[src/rtl/fetch_stage.sv]
// -----------------------------------------------------------------------------
// fetch_stage
//
// Y86-64 fetch stage together with the F (predicted PC) and D (fetch/decode)
// pipeline registers. Selects the fetch PC, splits the instruction bytes,
// predicts the next PC, computes the fetch status and registers the result
// into D under the hazard controller's stall/bubble controls.
//
// Optional feature macro: FETCH_PERF_CNT_EN
//   When defined, adds perf_fetch_o / perf_stall_o 32-bit event counters.
//
// Ports:
//   clk_i, rst_n_i                 clock (rising edge), async active-low reset
//   F_stall_i                      hold F register
//   D_stall_i, D_bubble_i          hold / bubble the D register (stall wins)
//   M_icode_i, M_Cnd_i, M_valA_i   mispredicted-jump redirect from M
//   W_icode_i, W_valM_i            ret redirect from W
//   imem_addr_o, imem_data_i       fetch address and ten combinational bytes
//   F_predPC_o                     F register contents
//   D_stat_o .. D_valP_o           D register contents
//   perf_fetch_o, perf_stall_o     (FETCH_PERF_CNT_EN only) event counters
// -----------------------------------------------------------------------------
module fetch_stage #(
  parameter logic [63:0] RESET_PC   = 64'h0,
  parameter int unsigned IMEM_BYTES = 1024
) (
  input  logic        clk_i,
  input  logic        rst_n_i,
  input  logic        F_stall_i,
  input  logic        D_stall_i,
  input  logic        D_bubble_i,
  input  logic [3:0]  M_icode_i,
  input  logic        M_Cnd_i,
  input  logic [63:0] M_valA_i,
  input  logic [3:0]  W_icode_i,
  input  logic [63:0] W_valM_i,
  output logic [63:0] imem_addr_o,
  input  logic [79:0] imem_data_i,
  output logic [63:0] F_predPC_o,
  output logic [2:0]  D_stat_o,
  output logic [3:0]  D_icode_o,
  output logic [3:0]  D_ifun_o,
  output logic [3:0]  D_rA_o,
  output logic [3:0]  D_rB_o,
  output logic [63:0] D_valC_o,
  output logic [63:0] D_valP_o
`ifdef FETCH_PERF_CNT_EN
  ,
  output logic [31:0] perf_fetch_o,
  output logic [31:0] perf_stall_o
`endif
);

  // Instruction codes
  localparam logic [3:0] IHALT   = 4'h0;
  localparam logic [3:0] INOP    = 4'h1;
  localparam logic [3:0] IRRMOVQ = 4'h2;
  localparam logic [3:0] IIRMOVQ = 4'h3;
  localparam logic [3:0] IRMMOVQ = 4'h4;
  localparam logic [3:0] IMRMOVQ = 4'h5;
  localparam logic [3:0] IOPQ    = 4'h6;
  localparam logic [3:0] IJXX    = 4'h7;
  localparam logic [3:0] ICALL   = 4'h8;
  localparam logic [3:0] IRET    = 4'h9;
  localparam logic [3:0] IPUSHQ  = 4'hA;
  localparam logic [3:0] IPOPQ   = 4'hB;
  localparam logic [3:0] RNONE   = 4'hF;

  // Status codes
  localparam logic [2:0] SAOK = 3'd1;
  localparam logic [2:0] SHLT = 3'd2;
  localparam logic [2:0] SADR = 3'd3;
  localparam logic [2:0] SINS = 3'd4;

  // Highest legal fetch address: all ten bytes must lie inside the memory.
  localparam logic [63:0] IMEM_LIMIT = 64'(IMEM_BYTES) - 64'd10;

  function automatic logic need_regids_f(input logic [3:0] icode);
    case (icode)
      IRRMOVQ, IIRMOVQ, IRMMOVQ, IMRMOVQ, IOPQ, IPUSHQ, IPOPQ: need_regids_f = 1'b1;
      default:                                                need_regids_f = 1'b0;
    endcase
  endfunction

  function automatic logic need_valc_f(input logic [3:0] icode);
    case (icode)
      IIRMOVQ, IRMMOVQ, IMRMOVQ, IJXX, ICALL: need_valc_f = 1'b1;
      default:                                need_valc_f = 1'b0;
    endcase
  endfunction

  function automatic logic instr_valid_f(input logic [3:0] icode);
    instr_valid_f = (icode <= IPOPQ);
  endfunction

  logic [63:0] r_predpc;
  logic [2:0]  r_d_stat;
  logic [3:0]  r_d_icode;
  logic [3:0]  r_d_ifun;
  logic [3:0]  r_d_ra;
  logic [3:0]  r_d_rb;
  logic [63:0] r_d_valc;
  logic [63:0] r_d_valp;

  logic [63:0] w_f_pc;
  logic        w_imem_error;
  logic [3:0]  w_icode;
  logic [3:0]  w_ifun;
  logic        w_need_regids;
  logic        w_need_valc;
  logic [3:0]  w_ra;
  logic [3:0]  w_rb;
  logic [63:0] w_valc;
  logic [63:0] w_valp;
  logic [63:0] w_predpc;
  logic [2:0]  w_stat;

  // Fetch PC selection: a mispredicted jump in M outranks a ret in W.
  always_comb begin
    w_f_pc = r_predpc;
    if (M_icode_i == IJXX && !M_Cnd_i) begin
      w_f_pc = M_valA_i;
    end else if (W_icode_i == IRET) begin
      w_f_pc = W_valM_i;
    end else begin
      w_f_pc = r_predpc;
    end
  end

  assign imem_addr_o  = w_f_pc;
  assign w_imem_error = (w_f_pc > IMEM_LIMIT);

  // Instruction split, field extraction, next-PC prediction and status.
  always_comb begin
    w_icode = imem_data_i[7:4];
    w_ifun  = imem_data_i[3:0];
    if (w_imem_error) begin
      w_icode = INOP;
      w_ifun  = 4'h0;
    end else begin
      w_icode = imem_data_i[7:4];
      w_ifun  = imem_data_i[3:0];
    end

    w_need_regids = need_regids_f(w_icode);
    w_need_valc   = need_valc_f(w_icode);

    w_ra = RNONE;
    w_rb = RNONE;
    if (w_need_regids) begin
      w_ra = imem_data_i[15:12];
      w_rb = imem_data_i[11:8];
    end else begin
      w_ra = RNONE;
      w_rb = RNONE;
    end

    // Constant word follows the register byte when one is present.
    w_valc = 64'd0;
    if (!w_need_valc) begin
      w_valc = 64'd0;
    end else if (w_need_regids) begin
      w_valc = imem_data_i[79:16];
    end else begin
      w_valc = imem_data_i[71:8];
    end

    w_valp = w_f_pc + 64'd1
           + (w_need_regids ? 64'd1 : 64'd0)
           + (w_need_valc   ? 64'd8 : 64'd0);

    // Jumps and calls are always predicted taken.
    w_predpc = w_valp;
    if (w_icode == IJXX || w_icode == ICALL) begin
      w_predpc = w_valc;
    end else begin
      w_predpc = w_valp;
    end

    w_stat = SAOK;
    if (w_imem_error) begin
      w_stat = SADR;
    end else if (!instr_valid_f(w_icode)) begin
      w_stat = SINS;
    end else if (w_icode == IHALT) begin
      w_stat = SHLT;
    end else begin
      w_stat = SAOK;
    end
  end

  // F register: predicted PC, held while F is stalled.
  always_ff @(posedge clk_i or negedge rst_n_i) begin
    if (!rst_n_i) begin
      r_predpc <= RESET_PC;
    end else if (!F_stall_i) begin
      r_predpc <= w_predpc;
    end else begin
      r_predpc <= r_predpc;
    end
  end

  // D register: stall holds, bubble loads a nop, otherwise capture fetch.
  always_ff @(posedge clk_i or negedge rst_n_i) begin
    if (!rst_n_i) begin
      r_d_stat  <= SAOK;
      r_d_icode <= INOP;
      r_d_ifun  <= 4'h0;
      r_d_ra    <= RNONE;
      r_d_rb    <= RNONE;
      r_d_valc  <= 64'd0;
      r_d_valp  <= 64'd0;
    end else if (D_stall_i) begin
      r_d_stat  <= r_d_stat;
      r_d_icode <= r_d_icode;
      r_d_ifun  <= r_d_ifun;
      r_d_ra    <= r_d_ra;
      r_d_rb    <= r_d_rb;
      r_d_valc  <= r_d_valc;
      r_d_valp  <= r_d_valp;
    end else if (D_bubble_i) begin
      r_d_stat  <= SAOK;
      r_d_icode <= INOP;
      r_d_ifun  <= 4'h0;
      r_d_ra    <= RNONE;
      r_d_rb    <= RNONE;
      r_d_valc  <= 64'd0;
      r_d_valp  <= 64'd0;
    end else begin
      r_d_stat  <= w_stat;
      r_d_icode <= w_icode;
      r_d_ifun  <= w_ifun;
      r_d_ra    <= w_ra;
      r_d_rb    <= w_rb;
      r_d_valc  <= w_valc;
      r_d_valp  <= w_valp;
    end
  end

  assign F_predPC_o = r_predpc;
  assign D_stat_o   = r_d_stat;
  assign D_icode_o  = r_d_icode;
  assign D_ifun_o   = r_d_ifun;
  assign D_rA_o     = r_d_ra;
  assign D_rB_o     = r_d_rb;
  assign D_valC_o   = r_d_valc;
  assign D_valP_o   = r_d_valp;

`ifdef FETCH_PERF_CNT_EN
  logic [31:0] r_perf_fetch;
  logic [31:0] r_perf_stall;
  logic        w_d_load;

  assign w_d_load = !D_stall_i && !D_bubble_i;

  // Event counters: fetches captured into D and stalled D cycles (wrapping).
  always_ff @(posedge clk_i or negedge rst_n_i) begin
    if (!rst_n_i) begin
      r_perf_fetch <= 32'd0;
      r_perf_stall <= 32'd0;
    end else begin
      r_perf_fetch <= w_d_load  ? (r_perf_fetch + 32'd1) : r_perf_fetch;
      r_perf_stall <= D_stall_i ? (r_perf_stall + 32'd1) : r_perf_stall;
    end
  end

  assign perf_fetch_o = r_perf_fetch;
  assign perf_stall_o = r_perf_stall;
`endif

endmodule

[config.mk]
export PLATFORM = sky130hd
export DESIGN_NAME = fetch_stage
export DESIGN_NICKNAME = d
export VERILOG_FILES = /design/src/rtl/fetch_stage.sv
export SDC_FILE = /design/constraint.sdc
export NUM_CORES = 1
export LEC_CHECK = 0
export CORE_AREA = 2 2 192 194
export DETAILED_ROUTE_END_ITERATION = 12
export DIE_AREA = 0 0 194 196
export PLACE_DENSITY = 0.67
export RECOVER_POWER = 50
export SYNTH_ARGS = -nofsm -noshare
export SYNTH_HDL_FRONTEND = slang
export SYNTH_SLANG_ARGS = --single-unit
[constraint.sdc]
create_clock -name clk_i -period 4 [get_ports clk_i]
set_input_delay 0.8 -clock clk_i [delete_from_list [all_inputs] [get_ports clk_i]]
set_output_delay 0.8 -clock clk_i [all_outputs]
set_load 0.02 [all_outputs]
==> results.txt, run 1 <==
DRT Wirelength = 71.5 mm
critical hold path startpoint = D_rA_o[1]
final worst path period share = 111%
clk root buf = clkbuf_16
Top delay family on crit path = simple AND/OR/NAND/NOR gates
failing checks = capacitance limit, slew limit, setup timing
Pre-Repair DR Iteration Count = 5
DP Wirelength = 55.1 mm
Die X = 194 µm
Gate power share = 49.0%
share of the synthesized area in the top cell type = 39.0%
Post-Syn Area = 12,900 µm²
Final Hold Viols = 0
Place WS = -1.61 ns
critical-path cell list = buf_6 > and4bb_4 > buf_12 > buf_4 > nand2_1 > o211ai_1 > nand4bb_4 > nor4_4 > and4_4 > nand2b_4 > ha_4 > a21oi_2 > a221o_1 > o2111a_2 > nand4_4 > buf_6 > buf_6 > nor4_4 > buf_4 > xnor2_2 > o21bai_1 > mux2_4
Post-synth EDFFs = 0
NumNets Final = 2,406
Yosys top cell by area = dfrtp_1
switching share of power = 37.7%
cell mode on critical path = buf_6
Synth area leaders = dfrtp_1, mux2i_1, nand2_1
Main synth FF type = dfrtp_1
P_leak = 11.1 nW
Worst Skew = 0.0204 ns
Setup Viol. Count Final = 115
Starting Density = 35.7%
slowest CP cell = and4bb_4
most instantiated library cell after synthesis = dfrtp_1
launch point of the worst reg-to-reg path = F_predPC_o[12]
I/O Pins = 497
reg2reg setup slack = -0.36 ns
clock buffer count from CTS = 27
Worst R2R Path Depth = 18
Seq/Total Area, Yosys = 41.1%
Reg power frac = 26.2%
DRC = 0
worst skew pair latency = 0.58 ns
CTS tree = yes
Post-synth top cells = dfrtp_1, nand2_1, mux2i_1, o21ai_0, a22o_1
FF-to-FF End = F_predPC_o[41]
final setup TNS = -30.03 ns
Worst Path Max Fanout = 7
PD cells = 433 nW/µm²
worst vdd ir = 0.000358 V
clock transition at the registers of the reported paths = 0.05 ns
Worst Path Required = 4.46 ns
minimum clock period = 4.45 ns
Max Cap Viol = 1
initial antenna violation count = 1
Worst EP arrival = 4.90 ns
Sink Count = 211
CTS max path bufs = 3
Mean Syn Cell Area = 9.70 µm²
routed vias = 14,900
NetSw = 3.89 mW
port bufs = 496
CP max stage delay = 0.50 ns
Int Pwr = 6.42 mW
pin count of the biggest net entering global routing = 104
Rel. slew slack = -92.0%
FF+latch count, synth = 211
RSZ-0062 raised after global routing = true
Worst Tran Pin Value = 2.88 ns
Synthesized Nets = 1,554
Fmax = 225 MHz
startpoint types = input port
Routed Antenna Nets = 0
synth unique cells = 78
vias in the first global route = 15,300
part of the power in the clock network = 24.8%
vias per inst = 5.59
Critical Setup Path Class = input port to flip-flop
htree depth = 1
first-pass GRT wire length = 102 mm
total track usage = 36.3%
die span in y = 196 µm
Pins Over Slew Limit = 104
Cell Rows = 70
worst setup margin = -0.446 ns
share of cells above drive strength 1 = 31.6%
YS warnings = 0
Core Area = 36,100 µm²
Post-Syn Instances = 1,328
WHS Path Cells = 2
status = complete, but fails checks
Starting DRT DRC Count = 1,073
Async S/R FF share, synth = 100%
CP bufs+invs = 6
wire per inst = 26.8 µm
remaining global-route overflow = 0
filler cell count = 2,943
gpl congestion = 0.956
Synth-to-Final Area Change = 84.7%
Hold Path End = D_rA_o[1]
Worst Setup End Kind = flip-flop
kind of path behind the tightest hold check = flip-flop to flip-flop
die area = 38,000 µm²
## cell type report
class	instances	area [µm²]	area share, %
diodes	1	2.50	0.0105
clock buffers	39	761	3.20
clock inverters	9	139	0.584
inverters	39	146	0.615
multi-input cells	985	8290	34.8
flip-flops and latches	211	5290	22.2
well taps	468	586	2.46
repair buffers	916	8580	36.0
## placed cells by master (no fill, tap or decap), drive strengths merged, types with 7 or more instances in the layout
cell             n
buf            419
clkdlybuf4s50  379
dfrtp          201
nand2          175
mux2i          128
o21ai          112
dlygate4sd3     77
a22o            71
xnor2           51
nor2            50
mux2            48
clkbuf          45
inv             40
nand3           36
nor4            32
nor3            29
dlygate4sd2     28
o31ai           27
a21oi           27
a21o            26
nand2b          23
nand4           21
o31a            14
o21bai          14
xor2            11
dfstp           10
and3             9
a2bb2oi          8
a31oi            8
o21a             7
## through the flow
step                area [µm²]  hold WS [ns]  power (mW)  util, %  std cells
floorplan                13200         0.497        4.61        -       1328
global placement         21200         0.450        7.41     58.8       2572
detailed placement       21200         0.456        7.42     58.8       2572
CTS                      23100         0.322        10.1     64.1       2652
global route             23800         0.483        10.7     65.9       2667
finish                   23800         0.466        10.3     65.9       2668
## state kept, by name, summed over array words and instances, names as in the netlist
register,flops
D_icode_o,4
D_ifun_o,4
D_rA_o,4
D_rB_o,4
D_stat_o,3
D_valC_o,64
D_valP_o,64
F_predPC_o,64
## logic make-up after synthesis
kind of cell	count (synthesis)	synth area share [%]
and+or+nand+nor	414	16.8
AOI/OAI and AO/OA	329	17.8
DFF	211	41.1
muxes	176	14.2
buffers and inverters	132	4.96
xor gates and xnor gates	62	4.74
adders and majority gates	4	0.389
## worst min-delay path: stages (launching register included)
cell and delay [ns]:
dfstp_2 0.37, inv_1 0.04, a2bb2oi_1 0.05
## how the worst max path moves through the flow
stage	from	endpoint	slack, ns	depth (start not counted)
CTS	W_icode_i[1]	F_predPC_o[59]	-0.45	20
finish	W_icode_i[1]	F_predPC_o[41]	-0.45	22
global placement	W_icode_i[2]	F_predPC_o[63]	-1.61	20
detailed placement	W_icode_i[0]	F_predPC_o[63]	-1.61	20
global route	M_valA_i[12]	F_predPC_o[41]	-0.57	20
floorplan	W_icode_i[1]	F_predPC_o[53]	-0.49	20
## what timing repair did
action	in CTS	in global routing
endpoints found under the hold margin	0	0
pin swaps	81	75
setup buffers	30	22
gates resized for setup	169	119
gates cloned	5	0
hold buffers	0	0
endpoints found under the setup margin	171	139
## layer usage
layer / vias to the layer above / GRT usage (%) / wire, µm
li1: 6518 / - / -
met1: 7416 / 44.6 / 27900
met2: 806 / 60.5 / 34100
met3: 170 / 6.82 / 5300
met4: 0 / 19.6 / 4240
met5: - / 0 / 0
## power by group through the flow
| stage | registers [mW] | logic [mW] | clock network [mW] |
|---|---|---|---|
| 2_1_floorplan | 3.02 | 1.58 | 0 |
| 3_3_place_gp | 2.72 | 4.69 | 0 |
| 3_5_place_dp | 2.72 | 4.71 | 0 |
| 4_1_cts | 2.69 | 4.85 | 2.57 |
| 5_1_grt | 2.73 | 5.27 | 2.66 |
| 6_report | 2.70 | 5.05 | 2.55 |
(Power assumes the default switching activity.)
==> run 2, diff against run 1 <==
--- a/config.mk
+++ b/config.mk
@@ -8,8 +8,10 @@
 export CORE_AREA = 2 2 192 194
 export DETAILED_ROUTE_END_ITERATION = 12
 export DIE_AREA = 0 0 194 196
+export GPL_ROUTABILITY_DRIVEN = 0
 export PLACE_DENSITY = 0.67
 export RECOVER_POWER = 50
+export SKIP_CTS_REPAIR_TIMING = 1
 export SYNTH_ARGS = -nofsm -noshare
 export SYNTH_HDL_FRONTEND = slang
 export SYNTH_SLANG_ARGS = --single-unit
==> run 2 against run 1 <==
Effect of this change:
- the flow still finishes with violations (capacitance limit, slew limit, setup timing)
- final cell count down 1.6%
- setup slack worse by 0.043 ns
- non-clock buffer count down 48
- via count up 0.87%
- worst hold slack worse by 0.0016 ns
- first-iteration DRC count up 28%
- wire length down 2.0%
- critical endpoint is now F_predPC_o[59]
==> results.txt, run 2 (synthesized netlist as in run 1, its figures left out) <==
Worst Skew = 0.0257 ns (was 0.0204 ns)
Rel. slew slack = -65.9% (was -92.0%)
WHS Path Cells = 2 (unchanged)
FF-to-FF End = F_predPC_o[59] (was F_predPC_o[41])
launch point of the worst reg-to-reg path = F_predPC_o[12] (unchanged)
final worst path period share = 112% (was 111%)
Max Cap Viol = 1 (unchanged)
failing checks = capacitance limit, slew limit, setup timing (unchanged)
Worst Path Required = 4.45 ns (was 4.46 ns)
share of cells above drive strength 1 = 29.0% (was 31.6%)
Worst EP arrival = 4.94 ns (was 4.90 ns)
part of the power in the clock network = 23.7% (was 24.8%)
Worst Setup End Kind = flip-flop (unchanged)
clk root buf = clkbuf_16 (unchanged)
Reg power frac = 27.0% (was 26.2%)
Worst Tran Pin Value = 2.49 ns (was 2.88 ns)
PD cells = 437 nW/µm² (was 433 nW/µm²)
Synth-to-Final Area Change = 78.1% (was 84.7%)
RSZ-0062 raised after global routing = true (unchanged)
remaining global-route overflow = 0 (unchanged)
filler cell count = 2,933 (was 2,943)
port bufs = 496 (unchanged)
worst skew pair latency = 0.57 ns (was 0.58 ns)
Routed Antenna Nets = 0 (unchanged)
Int Pwr = 6.21 mW (was 6.42 mW)
startpoint types = input port (unchanged)
first-pass GRT wire length = 98.9 mm (was 102 mm)
pin count of the biggest net entering global routing = 153 (was 104)
die span in y = 196 µm (unchanged)
critical-path cell list = dlymetal6s2s_1 > and4bb_4 > buf_12 > mux2_4 > mux2i_2 > nand4b_1 > nor4_4 > and4_4 > nand2b_4 > ha_4 > a21oi_4 > a221o_1 > o2111a_2 > nand4_4 > nor4_4 > buf_6 > buf_4 > nand3_2 > xnor2_2 > o31a_1 (was buf_6 > and4bb_4 > buf_12 > buf_4 > nand2_1 > o211ai_1 > nand4bb_4 > nor4_4 > and4_4 > nand2b_4 > ha_4 > a21oi_2 > a221o_1 > o2111a_2 > nand4_4 > buf_6 > buf_6 > nor4_4 > buf_4 > xnor2_2 > o21bai_1 > mux2_4)
Worst Path Max Fanout = 7 (unchanged)
Pre-Repair DR Iteration Count = 5 (unchanged)
Starting DRT DRC Count = 1,377 (was 1,073)
DP Wirelength = 54.5 mm (was 55.1 mm)
overall power = 10.0 mW (was 10.3 mW)
most frequent cells in the layout = clkdlybuf4s50_1, buf_4, dfrtp_1 (unchanged)
worst vdd ir = 0.000372 V (was 0.000358 V)
Final Hold Viols = 0 (unchanged)
DRT Wirelength = 70.1 mm (was 71.5 mm)
Starting Density = 35.7% (unchanged)
Hold Path End = D_rA_o[3] (was D_rA_o[1])
vias per inst = 5.73 (was 5.59)
Pins Over Slew Limit = 91 (was 104)
busiest layer in global routing = met2 (unchanged)
total track usage = 34.8% (was 36.3%)
kind of path behind the tightest hold check = flip-flop to flip-flop (unchanged)
Critical Setup Path Class = input port to flip-flop (unchanged)
placed cell areas = 20,900 µm² (was 21,200 µm²)
initial antenna violation count = 3 (was 1)
multi-input logic area = 8060 µm² (was 8290 µm²)
NetSw = 3.81 mW (was 3.89 mW)
CP max stage delay = 0.39 ns (was 0.50 ns)
CTS max path bufs = 3 (unchanged)
Core Area = 36,100 µm² (unchanged)
cell mode on critical path = nor4_4 (was buf_6)
Worst R2R Path Depth = 17 (was 18)
wire per inst = 26.7 µm (was 26.8 µm)
switching share of power = 38.0% (was 37.7%)
Final Cell Area = 22,900 µm² (was 23,800 µm²)
clock buffer count from CTS = 26 (was 27)
Cell Rows = 70 (unchanged)
global routing usage on met3 = 6.43% (was 6.82%)
GRT met2 Usage = 58.9% (was 60.5%)
P_leak = 10.7 nW (was 11.1 nW)
minimum clock period = 4.49 ns (was 4.45 ns)
NumNets Final = 2,358 (was 2,406)
Die X = 194 µm (unchanged)
Gate power share = 49.3% (was 49.0%)
critical hold path startpoint = D_rA_o[3] (was D_rA_o[1])
die area = 38,000 µm² (unchanged)
CTS tree = yes (unchanged)
register area = 5290 µm² (unchanged)
reg2reg setup slack = -0.23 ns (was -0.36 ns)
Sink Count = 211 (unchanged)
leading cell type in the layout, fill and taps excluded = clkdlybuf4s50_1 (unchanged)
worst setup margin = -0.489 ns (was -0.446 ns)
routed vias = 15,000 (was 14,900)
htree depth = 1 (unchanged)
vias in the first global route = 15,000 (was 15,300)
I/O Pins = 497 (unchanged)
Setup Viol. Count Final = 115 (unchanged)
clock transition at the registers of the reported paths = 0.06 ns (was 0.05 ns)
DRC = 0 (unchanged)
GR Layer Usage met1 = 42.3% (was 44.6%)
status = complete, but fails checks (unchanged)
Fmax = 223 MHz (was 225 MHz)
slowest CP cell = and4bb_4 (unchanged)
## run 2: cell type report
class | instances | area share [%]
Multi-Input combinational cell | 986 | 35.1
Clock inverter | 5 | 0.327
Antenna cell | 4 | 0.0436
Tap cell | 468 | 2.55
Clock buffer | 43 | 3.33
Sequential cell | 211 | 23.1
Inverter | 39 | 0.638
Timing Repair Buffer | 868 | 34.9
## run 2: how the worst max path moves through the flow
stage                       from  slack (ns)  depth (start not counted)              to
finish              W_icode_i[0]       -0.49                         20  F_predPC_o[59]
global route        W_icode_i[0]       -0.60                         19  F_predPC_o[63]
CTS                 W_icode_i[2]       -1.18                         21  F_predPC_o[63]
detailed placement  W_icode_i[2]       -1.76                         21  F_predPC_o[63]
global placement    W_icode_i[2]       -1.64                         21  F_predPC_o[63]
floorplan           W_icode_i[1]       -0.49                         20  F_predPC_o[53]
## run 2: metal layers
| metal | wire length [µm] | share of wire (%) |
|---|---|---|
| met1 | 25900 | 37 |
| met2 | 33600 | 48 |
| met3 | 6120 | 8.7 |
| met4 | 4430 | 6.3 |
| met5 | 0 | 0 |
## run 2: power by group through the flow
stage | combinational (mW) | sequential (mW) | clock, mW
6_report | 4.94 | 2.71 | 2.37
5_1_grt | 5.13 | 2.72 | 2.47
4_1_cts | 4.64 | 2.69 | 2.38
3_5_place_dp | 4.62 | 2.72 | 0
3_3_place_gp | 4.57 | 2.72 | 0
2_1_floorplan | 1.58 | 3.02 | 0
## run 2: critical path: cells and delay by family
family | cells | cell delay, ns
adders and majority gates | 1 | 0.17
AOI/OAI and AO/OA | 4 | 0.76
muxes | 2 | 0.49
xor gates and xnor gates | 1 | 0.16
buffers and inverters | 4 | 0.60
and+or+nand+nor | 8 | 1.92
## run 2: per-stage QoR
step	utilization, %	cells	setup TNS, ns	setup slack [ns]	hold slack, ns
2_1_floorplan	-	1328	-22.59	-0.495	0.497
3_3_place_gp	58.0	2539	-207.91	-1.64	0.451
3_5_place_dp	58.0	2539	-228.91	-1.76	0.453
4_1_cts	60.3	2587	-114.75	-1.18	0.279
5_1_grt	63.6	2623	-43.24	-0.601	0.481
6_report	63.6	2624	-34.63	-0.489	0.464
